## config.mk

```make
export PLATFORM = sky130hd
export DESIGN_NAME = seconds
export DESIGN_NICKNAME = d
export VERILOG_FILES = /design/src/rtl/clock_pkg.sv /design/src/rtl/sec_prescaler.sv /design/src/rtl/seconds.sv
export SDC_FILE = /design/constraint.sdc
export NUM_CORES = 1
export LEC_CHECK = 0
export CORE_ASPECT_RATIO = 1.25
export CORE_MARGIN = 1.5
export CORE_UTILIZATION = 45
export DETAILED_ROUTE_END_ITERATION = 8
export HOLD_SLACK_MARGIN = 0.1
export MAX_ROUTING_LAYER = met4
export PLACE_DENSITY_LB_ADDON = 0.3
export SYNTH_ARGS = -nofsm -noshare
export SYNTH_HDL_FRONTEND = slang
export SYNTH_HIERARCHICAL = 1
export SYNTH_SLANG_ARGS = --single-unit
```

## constraint.sdc

```tcl
create_clock -name clk -period 2.3 [get_ports clk]
set_input_delay 0.345 -clock clk [delete_from_list [all_inputs] [get_ports clk]]
set_output_delay 0.345 -clock clk [all_outputs]
set_load 0.02 [all_outputs]
```

## src/rtl/clock_pkg.sv

```systemverilog
// Shared timekeeping definitions for the seconds, minutes and hours blocks.
package clock_pkg;

  localparam int              TIME_W           = 6;
  localparam logic [5:0]      SEC_MAX          = 6'd59;
  localparam int unsigned     CLK_FREQ_DEFAULT = 32'd50_000_000;

  // Operating mode as carried on the display input.
  typedef enum logic {
    MODE_RUN   = 1'b0,
    MODE_SETUP = 1'b1
  } mode_e;

  // Step up with wrap; anything at or above max_v (including corrupt values) lands on 0.
  function automatic logic [TIME_W-1:0] wrap_inc(input logic [TIME_W-1:0] v,
                                                 input logic [TIME_W-1:0] max_v);
    logic [TIME_W-1:0] r;
    if (v >= max_v) begin
      r = {TIME_W{1'b0}};
    end else begin
      r = v + TIME_W'(1);
    end
    return r;
  endfunction

  // Step down with wrap; 0 goes to max_v, corrupt values above max_v land on 0.
  function automatic logic [TIME_W-1:0] wrap_dec(input logic [TIME_W-1:0] v,
                                                 input logic [TIME_W-1:0] max_v);
    logic [TIME_W-1:0] r;
    if (v > max_v) begin
      r = {TIME_W{1'b0}};
    end else if (v == {TIME_W{1'b0}}) begin
      r = max_v;
    end else begin
      r = v - TIME_W'(1);
    end
    return r;
  endfunction

endpackage

```

## src/rtl/sec_prescaler.sv

```systemverilog
// Divides clk down to a one-cycle strobe every CLK_FREQ cycles while enabled.
// Held at zero while disabled so the first strobe after enable is a full period away.
module sec_prescaler
  import clock_pkg::*;
#(
  parameter int unsigned CLK_FREQ = CLK_FREQ_DEFAULT
) (
  input  logic clk,
  input  logic rst,
  input  logic enable,
  output logic strobe
);

  localparam int unsigned       CNT_W   = (CLK_FREQ > 32'd1) ? $clog2(CLK_FREQ) : 1;
  localparam logic [CNT_W-1:0]  CNT_MAX = CNT_W'(CLK_FREQ - 32'd1);

  logic [CNT_W-1:0] count_r;
  logic [CNT_W-1:0] count_nxt_s;

  // Next count: clear when disabled, wrap at the terminal count, else advance.
  always_comb begin
    count_nxt_s = count_r;
    if (!enable) begin
      count_nxt_s = {CNT_W{1'b0}};
    end else if (count_r == CNT_MAX) begin
      count_nxt_s = {CNT_W{1'b0}};
    end else begin
      count_nxt_s = count_r + CNT_W'(1);
    end
  end

  // Count register with synchronous reset.
  always_ff @(posedge clk) begin
    if (rst) begin
      count_r <= {CNT_W{1'b0}};
    end else begin
      count_r <= count_nxt_s;
    end
  end

  assign strobe = (count_r == CNT_MAX);

endmodule

```

## src/rtl/seconds.sv

```systemverilog
// Seconds counter: advances once per second in run mode, hand-edited in setup
// mode, and emits a registered carry pulse to the minutes block on 59 -> 0.
module seconds
  import clock_pkg::*;
#(
  parameter int unsigned CLK_FREQ = CLK_FREQ_DEFAULT
) (
  input  logic              clk,
  input  logic              rst,
  input  logic              display,
  input  logic              setup_second,
  input  logic              inc_dec_sec,
  input  logic              tick,
  output logic [TIME_W-1:0] second,
  output logic              done_second
);

  logic              sec_strobe_s;
  logic              run_en_s;
  mode_e             mode_s;
  logic [TIME_W-1:0] second_r;
  logic [TIME_W-1:0] second_nxt_s;
  logic              done_r;
  logic              done_nxt_s;

  assign mode_s   = mode_e'(display);
  assign run_en_s = (mode_s == MODE_RUN);

  sec_prescaler #(
    .CLK_FREQ (CLK_FREQ)
  ) u_prescaler (
    .clk    (clk),
    .rst    (rst),
    .enable (run_en_s),
    .strobe (sec_strobe_s)
  );

  // Next-state: timekeeping in run mode, tick-driven edits in setup mode.
  always_comb begin
    second_nxt_s = second_r;
    done_nxt_s   = 1'b0;
    case (mode_s)
      MODE_RUN: begin
        if (sec_strobe_s) begin
          if (second_r == SEC_MAX) begin
            second_nxt_s = {TIME_W{1'b0}};
            done_nxt_s   = 1'b1;
          end else begin
            second_nxt_s = wrap_inc(second_r, SEC_MAX);
          end
        end else begin
          second_nxt_s = second_r;
        end
      end
      MODE_SETUP: begin
        if (!setup_second && tick) begin
          if (inc_dec_sec) begin
            second_nxt_s = wrap_inc(second_r, SEC_MAX);
          end else begin
            second_nxt_s = wrap_dec(second_r, SEC_MAX);
          end
        end else begin
          second_nxt_s = second_r;
        end
      end
      default: begin
        second_nxt_s = second_r;
        done_nxt_s   = 1'b0;
      end
    endcase
  end

  // State register: seconds value and the carry pulse flop.
  always_ff @(posedge clk) begin
    if (rst) begin
      second_r <= {TIME_W{1'b0}};
      done_r   <= 1'b0;
    end else begin
      second_r <= second_nxt_s;
      done_r   <= done_nxt_s;
    end
  end

  assign second      = second_r;
  assign done_second = done_r;

endmodule
```

==> flow_metrics.env <==
export IMPL_layout_drive_gt1_share=0.134
export IMPL_min_path_cells=2
export IMPL_first_pass_iters=4
export IMPL_syn_area_mm2=0.00187
export IMPL_arrival_ns=2.40
export IMPL_avgRoutedWirePerCell_um=13.5
export IMPL_holdPathEnd="u_prescaler/count_r[25]$_SDFF_PP0_"
export IMPL_initial_core_util=0.463
export IMPL_numCtsBuffers=5
export IMPL_rrSetupSlack_ns=0.11
export IMPL_path_max_fanout=8
export IMPL_syn_inst=230
export IMPL_finalClockSkew_ns=0.00501
export IMPL_vdd_ir_drop_max_v=0.000314
export IMPL_timing_rr_start="u_prescaler/count_r[1]$_SDFF_PP0_"
export IMPL_status="finished, final reports clean"
export IMPL_ys_types=52
export IMPL_rsz0062_at_grt="no"
export IMPL_tritoncts="built"
export IMPL_seq_area_frac_synth=0.354
export IMPL_coreArea_mm2=0.00403
export IMPL_period_needed_ns=2.19
export IMPL_place_ws_ns=0.109
export IMPL_start_kind="register"
export IMPL_ys_warn_count=6
export IMPL_ios=13
export IMPL_vias_per_cell=5.64
export IMPL_antenna_left=0
export IMPL_first_iter_violations=255
export IMPL_clockRootBuffer="clkbuf_8"
export IMPL_cts_hold_buf=0
export IMPL_wl_mm=4.18
export IMPL_drv_slew=0
export IMPL_die_h_um=75.0
export IMPL_async_reset_ff_frac=0
export IMPL_drc=0
export IMPL_nets=263
export IMPL_tightest_slew_ns=0.472
export IMPL_area_growth_pct=18.0
export IMPL_regArea_um2=662
export IMPL_finalSetupTns_ns=0
export IMPL_grt_pass1_wl_mm=6.79
export IMPL_dp_cells=302
export IMPL_htreeDepth=2
export IMPL_power_density_mw_per_mm2=504
export IMPL_track_usage=0.203
export IMPL_multi_input_area_mm2=0.00110
export IMPL_worstHoldStart="u_prescaler/count_r[25]$_SDFF_PP0_"
export IMPL_final_common_cell="dfxtp_1"
export IMPL_fillers=409
export IMPL_synth_seq_cells=33
export IMPL_setup_viol=0
export IMPL_instances_no_fill=310
export IMPL_die_width_um=60.6
export IMPL_utilization=0.546
export IMPL_clkTransAtPathRegs_ns=0.07
export IMPL_hold_path_class="register to register"
export IMPL_worst_setup_path_end_kind="register"
export IMPL_clock_latency_ns=0.28
export IMPL_final_cell_mix="32 x dfxtp_1, 28 x nor2_1, 16 x nand2_1, 16 x nand3_1, 15 x buf_4"
export IMPL_synth_main_ff_cell="dfxtp_1"
export IMPL_clkSinkCount=33
export IMPL_cts_buffer_depth=2
export IMPL_grt_antenna_before_repair=0
export IMPL_syn_nets=240
export IMPL_fin_ws_ns=0.111
export IMPL_cp_required_ns=2.51
export IMPL_fmax_mhz=457
export IMPL_gp_congestion=0.944
export IMPL_via_count=1748
export IMPL_reg2regPathDepth=5
export IMPL_first_global_vias=1571
export IMPL_rows=26
export IMPL_path_class="register to register"
export IMPL_dp_hpwl_mm=3.08
export IMPL_synth_enable_flop_cells=0
export IMPL_grt_overflow=0
export IMPL_hold_viol=0
export IMPL_slew_headroom=0.685
export IMPL_fin_crit_sh=0.952
export IMPL_antenna_diode_count=0
export IMPL_synth_avg_cell_area_um2=8.12
export IMPL_timing_rr_end="u_prescaler/count_r[20]$_SDFF_PP0_"
export IMPL_dieArea_mm2=0.00455
export IMPL_drv_cap=0
export IMPL_leakage_uw=0.000681
export IMPL_grt_max_degree=16
export IMPL_port_buffers=12
==> cell type report <==
class / count / area share
Sequential cell: 33 / 0.300
Inverter: 14 / 0.0239
Multi-Input combinational cell: 172 / 0.501
Clock inverter: 2 / 0.00454
Clock buffer: 6 / 0.0329
Tap cell: 56 / 0.0318
Timing Repair Buffer: 27 / 0.106
==> worst max-delay path, stage by stage, from the launching register on <==
cell,delay (ns)
dfxtp_1,0.37
ha_1,0.28
nand4_4,0.13
or4_1,0.67
or4_1,0.51
a21oi_1,0.15
==> cells in the mapped netlist (2+ instances only) <==
cell type  count  area, µm²
nand2b_1       6       37.5
nand3_1       16       80.1
buf_2          4       20.0
ha_1           4       50.1
dfxtp_1       33        661
nand2_1       16       60.1
o21ai_0        3       15.0
or3_1          2       12.5
a21boi_0       2       15.0
o21ai_1        2       10.0
nor3_1         6       30.0
or4_1          6       45.0
clkbuf_1       5       18.8
nor2_1        28        105
xor2_1         5       43.8
xnor2_1       11       96.3
a21oi_1       13       65.1
o31ai_1        5       37.5
nand4_1        7       43.8
and3_1         2       12.5
o41ai_1        3       26.3
inv_1         14       52.6
nor4_1         8       50.1
==> how the worst max path moves through the flow <==
stage | depth (start not counted) | slack, ns | startpoint | end
6_report | 5 | 0.11 | u_prescaler/count_r[1]$_SDFF_PP0_ | u_prescaler/count_r[20]$_SDFF_PP0_
3_3_place_gp | 7 | 0.15 | u_prescaler/count_r[20]$_SDFF_PP0_ | second[4]$_SDFFE_PP0P_
2_1_floorplan | 6 | 0.21 | u_prescaler/count_r[0]$_SDFF_PP0_ | u_prescaler/count_r[20]$_SDFF_PP0_
4_1_cts | 7 | 0.08 | u_prescaler/count_r[20]$_SDFF_PP0_ | second[4]$_SDFFE_PP0P_
3_5_place_dp | 7 | 0.11 | u_prescaler/count_r[20]$_SDFF_PP0_ | second[4]$_SDFFE_PP0P_
5_1_grt | 5 | 0.02 | u_prescaler/count_r[1]$_SDFF_PP0_ | u_prescaler/count_r[20]$_SDFF_PP0_
==> power breakdown <==
part	leakage, µW	switching (µW)	internal [µW]
clock	0.0000450	209	209
combinational	0.000369	53.5	46.6
sequential	0.000267	14.5	578
==> routing by layer <==
| metal | up-vias | GRT usage | routed length, µm |
|---|---|---|---|
| li1 | 886 | - | - |
| met1 | 806 | 0.244 | 1860 |
| met2 | 52 | 0.336 | 2020 |
| met3 | 4 | 0.0464 | 245 |
| met4 | 0 | 0.0604 | 48 |
| met5 | - | - | 0 |
==> cells by family after synthesis <==
family | after synthesis | synth area share
compound gates | 43 | 0.166
buf+inv | 25 | 0.0590
simple gates | 109 | 0.320
fa+ha+maj | 4 | 0.0268
xor+xnor | 16 | 0.0751
flops | 33 | 0.354
==> flip-flops by register name (all words and copies together) (netlist names) <==
name                 cells
u_prescaler/count_r     26
second                   6
done_second              1
==> metrics by stage <==
| stage | power, µW | area, µm² | hold WS [ns] |
|---|---|---|---|
| 2_1_floorplan | 669 | 1870 | 0.441 |
| 3_3_place_gp | 703 | 2110 | 0.462 |
| 3_5_place_dp | 703 | 2110 | 0.474 |
| 4_1_cts | 1120 | 2190 | 0.482 |
| 5_1_grt | 1160 | 2200 | 0.515 |
| 6_report | 1110 | 2200 | 0.482 |
==> timing repair <==
action / CTS / global route
buffers inserted: 0 / 0
gates resized for setup: 0 / 3
endpoints found under the hold margin: 0 / 0
setup endpoints to repair: 0 / 4
No activity file was read; power rests on OpenSTA's default activity.
